File: config.mk
export PLATFORM = sky130hd
export DESIGN_NAME = if_fetch_queue
export DESIGN_NICKNAME = d
export VERILOG_FILES = /design/src/rtl/if_fetch_queue_pkg.sv /design/src/rtl/if_oldest_wait_pick.sv /design/src/rtl/if_fetch_queue.sv
export SDC_FILE = /design/constraint.sdc
export NUM_CORES = 1
export LEC_CHECK = 0
export BUFFER_PORTS_ARGS = -buffer_cell sky130_fd_sc_hd__buf_4
export CAP_MARGIN = 20
export CORE_ASPECT_RATIO = 0.5
export CORE_MARGIN = 2
export CORE_UTILIZATION = 40
export DETAILED_ROUTE_END_ITERATION = 10
export GPL_TIMING_DRIVEN = 0
export PLACE_DENSITY = 0.67
export SKIP_LAST_GASP = 1
export SLEW_MARGIN = 20
export SYNTH_ARGS = -nofsm -noshare
export SYNTH_HDL_FRONTEND = slang
export SYNTH_SLANG_ARGS = --single-unit
File: constraint.sdc
create_clock -name clk -period 11.85 [get_ports clk]
set_clock_uncertainty 0.1 [all_clocks]
set_input_delay 1.7775 -clock clk [delete_from_list [all_inputs] [get_ports clk]]
set_output_delay 1.7775 -clock clk [all_outputs]
set_load 0.02 [all_outputs]
File: src/rtl/if_fetch_queue_pkg.sv
// Shared definitions for the IF fetch queue: entry states, default widths, branch-shadow rule.
// Latency: n/a (types, constants and a pure function only).
// Backpressure: n/a.
package if_fetch_queue_pkg;

  // Life cycle of one queue slot: free, waiting on icache data, or presentable to ID.
  typedef enum logic [1:0] {
    IFQ_EMPTY = 2'd0,
    IFQ_WAIT  = 2'd1,
    IFQ_READY = 2'd2
  } ifq_state_e;

  localparam int IFQ_PC_W   = 32;
  localparam int IFQ_INST_W = 32;
  localparam int IFQ_EXC_W  = 3;

  // An entry sits in a branch shadow when a resolved branch goes elsewhere than
  // its fall-through pc, or a likely branch is cleared and the entry is exactly
  // the fall-through (delay-slot) pc.
  function automatic logic branch_shadow(input logic is_fallthru,
                                         input logic branch_ready,
                                         input logic likely_clear);
    return (branch_ready && !is_fallthru) || (likely_clear && is_fallthru);
  endfunction

endpackage

File: src/rtl/if_oldest_wait_pick.sv
// Picks the oldest WAIT slot, scanning from head forward with wrap-around.
// Latency: combinational.
// Backpressure: none; found=0 when no slot is waiting.
module if_oldest_wait_pick
  import if_fetch_queue_pkg::*;
#(
  parameter int DEPTH = 4,
  parameter int PTR_W = 2
) (
  input  logic [DEPTH-1:0] wait_flags,
  input  logic [PTR_W-1:0] head,
  output logic [PTR_W-1:0] idx,
  output logic             found
);

  // Scan from the youngest distance down so the slot closest to head wins last.
  always_comb begin
    idx   = '0;
    found = 1'b0;
    for (int i = DEPTH - 1; i >= 0; i--) begin
      if (wait_flags[head + PTR_W'(i)]) begin
        idx   = head + PTR_W'(i);
        found = 1'b1;
      end
    end
  end

endmodule

File: src/rtl/if_fetch_queue.sv
// In-order IF fetch queue between pre-IF/icache and ID, with stale-response discard after flush.
// Latency: a READY head is presented combinationally; a WAIT head is bypassed in the cycle its data returns.
// Backpressure: IF_allowin drops when full (unless popping) or when MAX_OUT responses are owed.
module if_fetch_queue
  import if_fetch_queue_pkg::*;
#(
  parameter int DEPTH   = 4,
  parameter int MAX_OUT = 4,
  parameter int PC_W    = IFQ_PC_W,
  parameter int INST_W  = IFQ_INST_W,
  parameter int EXC_W   = IFQ_EXC_W
) (
  input  logic              clk,
  input  logic              reset,
  input  logic              flush,
  input  logic              pre_IF_to_IF_valid,
  input  logic [PC_W-1:0]   pre_IF_pc,
  input  logic [EXC_W-1:0]  pre_IF_exc,
  input  logic              icache_data_ok,
  input  logic [INST_W-1:0] icache_rdata,
  input  logic              IF_branch_ready,
  input  logic              branch_likely_clear,
  input  logic [PC_W-1:0]   IF_branch_pc,
  input  logic              ID_allowin,
  output logic              IF_allowin,
  output logic              IF_ID_valid,
  output logic [PC_W-1:0]   IF_ID_pc,
  output logic [INST_W-1:0] IF_ID_inst,
  output logic [EXC_W-1:0]  IF_ID_exc,
  output logic              IF_ID_unhit,
  output logic              inst_req_busy
);

  localparam int PTR_W = (DEPTH > 1) ? $clog2(DEPTH) : 1;
  localparam int CNT_W = $clog2(MAX_OUT + 1);
  localparam logic [PTR_W:0] DEPTH_C   = (PTR_W + 1)'(DEPTH);
  localparam logic [CNT_W:0] MAX_OUT_C = (CNT_W + 1)'(MAX_OUT);

  ifq_state_e        state_q [DEPTH];
  logic [PC_W-1:0]   pc_q    [DEPTH];
  logic [EXC_W-1:0]  exc_q   [DEPTH];
  logic [INST_W-1:0] inst_q  [DEPTH];
  logic [DEPTH-1:0]  unhit_q;

  logic [PTR_W-1:0]  head;
  logic [PTR_W-1:0]  tail;
  logic [PTR_W:0]    count;
  logic [CNT_W-1:0]  discard_cnt;
  logic [CNT_W-1:0]  wait_cnt;
  logic [CNT_W:0]    pending;

  logic [DEPTH-1:0]  wait_flags;
  logic [DEPTH-1:0]  unhit_now;
  logic [PC_W-1:0]   fallthru_pc;
  logic [PTR_W-1:0]  fill_idx;
  logic              fill_found;
  logic              fill;
  logic              push;
  logic              pop;
  logic              push_is_exc;
  logic              push_unhit;
  logic              bypass;
  logic              head_unhit;

  if_oldest_wait_pick #(
    .DEPTH (DEPTH),
    .PTR_W (PTR_W)
  ) u_pick (
    .wait_flags (wait_flags),
    .head       (head),
    .idx        (fill_idx),
    .found      (fill_found)
  );

  // Per-slot WAIT flags, outstanding count and this cycle's branch-shadow hits.
  always_comb begin
    wait_flags  = '0;
    unhit_now   = '0;
    wait_cnt    = '0;
    fallthru_pc = IF_branch_pc + PC_W'(4);
    for (int i = 0; i < DEPTH; i++) begin
      wait_flags[i] = (state_q[i] == IFQ_WAIT);
      wait_cnt      = wait_cnt + CNT_W'(wait_flags[i]);
      unhit_now[i]  = (state_q[i] != IFQ_EMPTY) &&
                      branch_shadow(pc_q[i] == fallthru_pc, IF_branch_ready, branch_likely_clear);
    end
  end

  // Handshakes, head presentation and the response-routing decision.
  always_comb begin
    pending     = {1'b0, discard_cnt} + {1'b0, wait_cnt};
    push_is_exc = |pre_IF_exc;
    push_unhit  = branch_shadow(pre_IF_pc == fallthru_pc, IF_branch_ready, branch_likely_clear);
    // Stale responses are always the oldest ones owed, so they are burned first.
    fill        = icache_data_ok && (discard_cnt == '0) && fill_found;
    bypass      = (state_q[head] == IFQ_WAIT) && icache_data_ok && (discard_cnt == '0);
    head_unhit  = unhit_q[head] | unhit_now[head];

    IF_ID_valid = !reset && !flush && ((state_q[head] == IFQ_READY) || bypass);
    pop         = IF_ID_valid && ID_allowin;
    IF_allowin  = !reset && !flush && ((count < DEPTH_C) || pop) &&
                  ((pending < MAX_OUT_C) || push_is_exc);
    push        = pre_IF_to_IF_valid && IF_allowin;

    IF_ID_pc      = IF_ID_valid ? pc_q[head]  : '0;
    IF_ID_exc     = IF_ID_valid ? exc_q[head] : '0;
    IF_ID_unhit   = IF_ID_valid && head_unhit;
    IF_ID_inst    = (IF_ID_valid && !head_unhit) ? (bypass ? icache_rdata : inst_q[head]) : '0;
    inst_req_busy = (pending != '0);
  end

  // Pointers, occupancy and the stale-response counter.
  always_ff @(posedge clk) begin
    if (reset) begin
      head        <= '0;
      tail        <= '0;
      count       <= '0;
      discard_cnt <= '0;
    end else if (flush) begin
      head        <= '0;
      tail        <= '0;
      count       <= '0;
      // A response arriving in the flush cycle already pays off one owed slot.
      discard_cnt <= CNT_W'(pending - (CNT_W + 1)'(icache_data_ok));
    end else begin
      if (icache_data_ok && (discard_cnt != '0)) begin
        discard_cnt <= discard_cnt - 1'b1;
      end
      if (pop) begin
        head <= head + 1'b1;
      end
      if (push) begin
        tail <= tail + 1'b1;
      end
      count <= count + (PTR_W + 1)'(push) - (PTR_W + 1)'(pop);
    end
  end

  // Slot storage; write order fill -> pop -> push lets a full-queue push reuse the popped slot.
  always_ff @(posedge clk) begin
    if (reset) begin
      unhit_q <= '0;
      for (int i = 0; i < DEPTH; i++) begin
        state_q[i] <= IFQ_EMPTY;
        pc_q[i]    <= '0;
        exc_q[i]   <= '0;
        inst_q[i]  <= '0;
      end
    end else if (flush) begin
      unhit_q <= '0;
      for (int i = 0; i < DEPTH; i++) begin
        state_q[i] <= IFQ_EMPTY;
      end
    end else begin
      for (int i = 0; i < DEPTH; i++) begin
        if (unhit_now[i]) begin
          unhit_q[i] <= 1'b1;
        end
      end
      if (fill) begin
        state_q[fill_idx] <= IFQ_READY;
        inst_q[fill_idx]  <= icache_rdata;
      end
      if (pop) begin
        state_q[head] <= IFQ_EMPTY;
        unhit_q[head] <= 1'b0;
      end
      if (push) begin
        // Exception entries need no icache data and carry a zero instruction.
        state_q[tail] <= push_is_exc ? IFQ_READY : IFQ_WAIT;
        pc_q[tail]    <= pre_IF_pc;
        exc_q[tail]   <= pre_IF_exc;
        inst_q[tail]  <= '0;
        unhit_q[tail] <= push_unhit;
      end
    end
  end

  // A response with nothing owed means the icache and this queue disagree.
  a_no_stray_rsp: assert property (@(posedge clk) disable iff (reset)
                                   !(icache_data_ok && (pending == '0)));

endmodule

After elaboration in Yosys (flattened, before gate mapping)
Memories as Yosys holds them, arrays and structs flattened. A register that Yosys moved wholly into a read port is not among the register bits.
Index checks and enable logic that the tools add are counted.

word-level totals
  RAM bits = 276
  input port bits = 107
  logic and storage cells = 209
  register bits after elaboration = 14
  latch bits = 0
  ROM bits = 0
  memories kept = 4
  output and inout bits = 71

cells by class
  $mul = 0
  mux-type cells = 98
  bitwise logic cells = 7
  reductions and logical operators = 62
  equal/unequal tests = 11
  order comparisons = 9
  add/subtract/negate cells = 13
  div/mod/pow operators = 0
  shift operators = 0

memories
  name     words  width  rd ports  clocked after memory_dff  wr ports  RTL line              RTL
  inst_q   4      32     1         1                         4         if_fetch_queue.sv:42  logic [INST_W-1:0] inst_q [DEPTH];
  pc_q     4      32     5         1                         4         if_fetch_queue.sv:40  logic [PC_W-1:0] pc_q [DEPTH];
  exc_q    4      3      1         1                         4         if_fetch_queue.sv:41  logic [EXC_W-1:0] exc_q [DEPTH];
  state_q  4      2      5         1                         4         if_fetch_queue.sv:39  ifq_state_e state_q [DEPTH];

operator list
  operator               count
  $mux 32                6
  $eq 32x32->1           5
  $reduce_or 32->1       3
  $mux 2                 27
  $mux 1                 48
  $add 32x3->32 const B  1
  $logic_and 1x1->1      29
  $mux 4                 4
  $lt 2x3->1 const B     5
  $bmux 1 s2             6
  $mux 3                 4
  $eq 2x1->1 const B     5
  $reduce_bool 2->1      5
  $logic_not 1->1        8
  $logic_or 1x1->1       8
  $reduce_or 2->1        4
  $add 3x1->3            2
  $reduce_or 3->1        2
  $sub 3x1->3            2
  $or 1x1->1             5
  $add 2x1->2 const B    2
  $add 2x2->2 const B    2
  $add 3x3->4            1
  $and 4x4->4            1
  other kinds (13)       15

Logic depth before layout (Yosys ltp)
  word-level depth = 16
  depth in mapped cells = 20
  depth with buffers taken out = 18

Cells and area by module
Synthesis repeated with hierarchy kept, for this count alone.

unflattened totals
  cells, all modules = 1,804
  area, all modules = 18,252.5 µm²

by module, submodules not included
  module               sequential area each (µm²)  area each (µm²)  instances  cells an instance
  if_fetch_queue       7,327.0                     18,174.9         1          1,791
  if_oldest_wait_pick  0.0                         77.6             1          13

Worst setup path before layout
No wires, ideal clock.

  kind = input-to-output
  start = in IF_branch_pc[2]
  end = out IF_ID_inst[0]
  stages = 13
  path slack = 4.623 ns
  arrival = 5.350 ns
  buffers on the path = 1
  required time = 9.973 ns
  path through = ha_1 > clkbuf_1 > xnor2_1 > nand3_1 > a311oi_1 > o41ai_1 > or4_1 > or4_1 > nor4_2 > mux2i_1 > o21bai_1 > mux4_2 > nor3_1

on the way
  word-level cells in the longest chain between the ends = 12
  elaborated cells on any way between the ends = 31
  classes of those cells = 1 x add/sub; 4 x eq/ne; 3 x mux; 1 x bitwise; 22 x reduce/logical

ends and longest elaborated chain
  item                              RTL line                  RTL
  start, declared                   if_fetch_queue.sv:23      input logic [PC_W-1:0] IF_branch_pc,
  $add 32x3->32 (*)                 if_fetch_queue.sv:80      fallthru_pc = IF_branch_pc + PC_W'(4);
  $eq 32x32->1                      if_fetch_queue.sv:85      branch_shadow(pc_q[i] == fallthru_pc, IF_branch_ready, branch_likely_clear);
  $logic_not 1->1                   if_fetch_queue_pkg.sv:23  return (branch_ready && !is_fallthru) || (likely_clear && is_fallthru);
  $logic_and 1x1->1                 if_fetch_queue_pkg.sv:23
  $logic_or 1x1->1                  if_fetch_queue_pkg.sv:23
  $logic_and 1x1->1                 if_fetch_queue.sv:84      unhit_now[i] = (state_q[i] != IFQ_EMPTY) &&
  $bmux 1 s2 (*)                    if_fetch_queue.sv:97      head_unhit = unhit_q[head] | unhit_now[head];
  $mux 1 (not written as such) (*)  if_fetch_queue.sv:97
  $or 1x1->1 (*)                    if_fetch_queue.sv:97
  $logic_not 1->1 (*)               if_fetch_queue.sv:108     IF_ID_inst = (IF_ID_valid && !head_unhit) ? (bypass ? icache_rdata : inst_q[head]) : '0;
  $logic_and 1x1->1 (*)             if_fetch_queue.sv:108
  $mux 32 (*)                       if_fetch_queue.sv:108
  end, declared                     if_fetch_queue.sv:28      output logic [INST_W-1:0] IF_ID_inst,

Every way passes the cells marked *; elsewhere a longest branch is shown, timed or not. The select of a mux whose other input is x is not followed.

Final worst setup path
  start = in IF_branch_pc[3]
  end = out IF_ID_inst[21]

The elaborated chain is that of the path after synthesis.

==> out/qor.txt <==
Share of cells above drive strength 1: 17.9%
Max-cap violation count: 0
Net switching power: 665 uW
CTS Root Buffer Type: clkbuf_16
Max-slew violations: 0
Number of synthesized flops with an enable pin: 148
Sw frac: 27.6%
Via count: 16400
Synth Instances: 1880
Comb pwr share: 16.1%
DRT antenna net count: 0
Status: complete, no violations
CTS sink cnt: 292
FF-to-FF Start: state_q[0][0]
Rows: 55
Clock latency on the worst-skew pair: 0.56 ns
Nets: 2204
Crit path capture type: output pin
Placed cell count: 2674
Register area share after synthesis: 39.3%
Post-synth top area share: 23.8%
Cell area after synthesis: 18600 sq um
Area leader, netlist: edfxtp_1
Final count of hold timing violations: 0
First-pass GRT wire length: 97800 um
Netlist cell types: 88
Hpwl dp: 49000 um
Least-Margin Pin Slew: 1.11 ns
Hold path startpoint: inst_q[2][30]
Die area: 48500 sq um
Num ports: 178
Worst slew margin: 25.5%
Critical Path AT: 6.85 ns
Most frequent cells in the layout: 170 x buf_4, 153 x nand2_1, 150 x and2_1
Syn avg cell area: 9.92 sq um
Routability cong.: 1.06
Initial antenna violation count: 0
Main flop type after synthesis: edfxtp_1
Worst setup SP type: input pin
Worst hold path stage count: 2
CP cell instances: buf_4, ha_1, nand4_4, nor4_2, nor3b_1, a2111oi_0, o2111ai_1, a2111oi_0, nand4_1, mux2i_1, o21bai_1, mux4_2, buf_6, nor3_2, buf_4
Setup Fix Bufs, Post-CTS: 0
WP buf/inv: 3
CTS clk-pin slew, worst paths: 0.07 ns
Commonest non-fill, non-tap cell in the layout: buf_4
Vias in the first global route: 15500
Period utilisation layout: 73.6%
WP data required: 9.97 ns
Die Wd: 309 um
Area Growth Syn to Fin: 15.8%
Clock tree from TritonCTS: yes
Largest net degree at the start of global routing: 36
Final min period: 8.73 ns
Diodes inserted: 0
PortBufs: 165
#FFs+latches synth: 292
Vias/cell: 6.01
Critical path peak fanout: 10
End of the worst hold path: inst_q[2][30]
Hold Path Class: register to register
DR iter-0 viols: 1885
Total congestion overflow: 0
Post-CTS Resized: 0
FF-to-FF End: pc_q[0][28]
Synthesized Nets: 2007
Dominant cells by area after synthesis: edfxtp_1 24%, dfxtp_1 15%, mux4_2 8.5%
Max incr delay on CP: 0.68 ns
DR WL/cell: 24.2 um
DR DRC count: 0
Setup Viol. Count Final: 0
Num CTS Buffers: 28
H-Tree Depth: 1
Setup TNS: 0 ns
Clock share of power: 36.7%
Reg power frac: 47.3%
Reg2reg path depth: 14
Die Y-Extent: 157 um
Critical path type: input pin to output pin
Async SR Flop Fraction: 0%
Pwr dens: 112 nW/um^2
Peak VDD IR: 0.103 mV
Core Region: 45600 sq um
Syn. warnings: 0
R2R Setup Slk: 6.18 ns
CP delay by family, top: simple AND/OR/NAND/NOR gates
Slowest CP cell: nor4_2
Clock buffer depth: 3
Final Core Density: 47.3%
DRT Wirelength: 65800 um
LEAKAGE: 7.61 nW
Achievable frequency: 115 MHz
Initial Utilization: 40.9%
Total GRT Usage: 26.7%
Pint: 1.74 mW
RSZ-0062 raised after global routing: false
Post-route insts no fill: 2725
Hold-fix buffers, CTS: 0
Drt pass-1 iters: 7
==> logic make-up after synthesis <==
kind of cell	share of synthesized area, %
flops	39.3
fa+ha+maj	1.50
buf+inv	4.23
simple gates	25.0
mux	10.9
compound gates	11.2
xor+xnor	7.82
==> per-layer routing <==
metal | vias to the layer above | GRT usage (%) | part of all wire, %
met2 | 869 | 43.0 | 46
met4 | 0 | 7.40 | 2.7
li1 | 7306 | - | -
met3 | 124 | 4.41 | 10
met1 | 8079 | 37.2 | 41
met5 | - | 0 | 0
==> worst min-delay path, stage by stage (launching register included) <==
cell and delay (ns):
dfxtp_1 0.31, nand3b_1 0.07, a21oi_1 0.06
==> cells in the mapped netlist, drive strengths merged, types with 44 or more instances <==
cell / number
nand3b: 100
xor2: 60
nor2: 84
dfxtp: 144
nand2: 154
and2: 151
mux2i: 44
and3: 49
a21oi: 133
nor3: 67
xnor2: 94
mux4: 70
clkbuf: 120
edfxtp: 148
==> power by group through the flow <==
| stage | clock network (mW) | logic (mW) | registers [mW] |
|---|---|---|---|
| global placement | 0 | 0.378 | 1.16 |
| global route | 0.929 | 0.416 | 1.14 |
| finish | 0.884 | 0.387 | 1.14 |
| detailed placement | 0 | 0.381 | 1.16 |
| CTS | 0.888 | 0.383 | 1.14 |
| floorplan | 0 | 0.240 | 1.14 |
==> through the flow <==
| step | total power [mW] | area (sq um) | setup slack (ns) | hold slack, ns |
|---|---|---|---|---|
| floorplan | 1.38 | 18600 | 4.62 | 0.360 |
| global placement | 1.53 | 20700 | 3.22 | 0.369 |
| detailed placement | 1.54 | 20700 | 3.30 | 0.375 |
| CTS | 2.41 | 21600 | 3.24 | 0.387 |
| global route | 2.49 | 21600 | 2.92 | 0.404 |
| finish | 2.41 | 21600 | 3.12 | 0.387 |
==> state kept, by name, summed over array words and instances, names as in the netlist, named ones only <==
signal       flops
pc_q           128
discard_cnt      3
inst_q         128
tail             2
exc_q           12
state_q          8
unhit_q          4
count            3
head             2
==> worst max-delay path by stage <==
stage	from	end	slack (ns)	depth (start not counted)
after global placement	IF_branch_pc[3]	IF_ID_inst[21]	3.22	15
final	IF_branch_pc[3]	IF_ID_inst[21]	3.12	15
after detailed placement	IF_branch_pc[3]	IF_ID_inst[21]	3.30	15
after CTS	IF_branch_pc[3]	IF_ID_inst[21]	3.24	15
after global routing	IF_branch_pc[3]	IF_ID_inst[21]	2.92	15
after floorplan	IF_branch_pc[2]	IF_ID_inst[0]	4.62	13
==> area by class of cell <==
cell class / instances / area [sq um]
clock inverters: 9 / 41.3
well taps: 627 / 785
inverters: 42 / 158
fillers: 4214 / 24000
clock buffers: 42 / 846
repair buffers: 167 / 1260
flip-flops and latches: 292 / 7330
multi-input cells: 1394 / 10600
plain buffers: 152 / 632
Power figures use the tool's default switching activity.
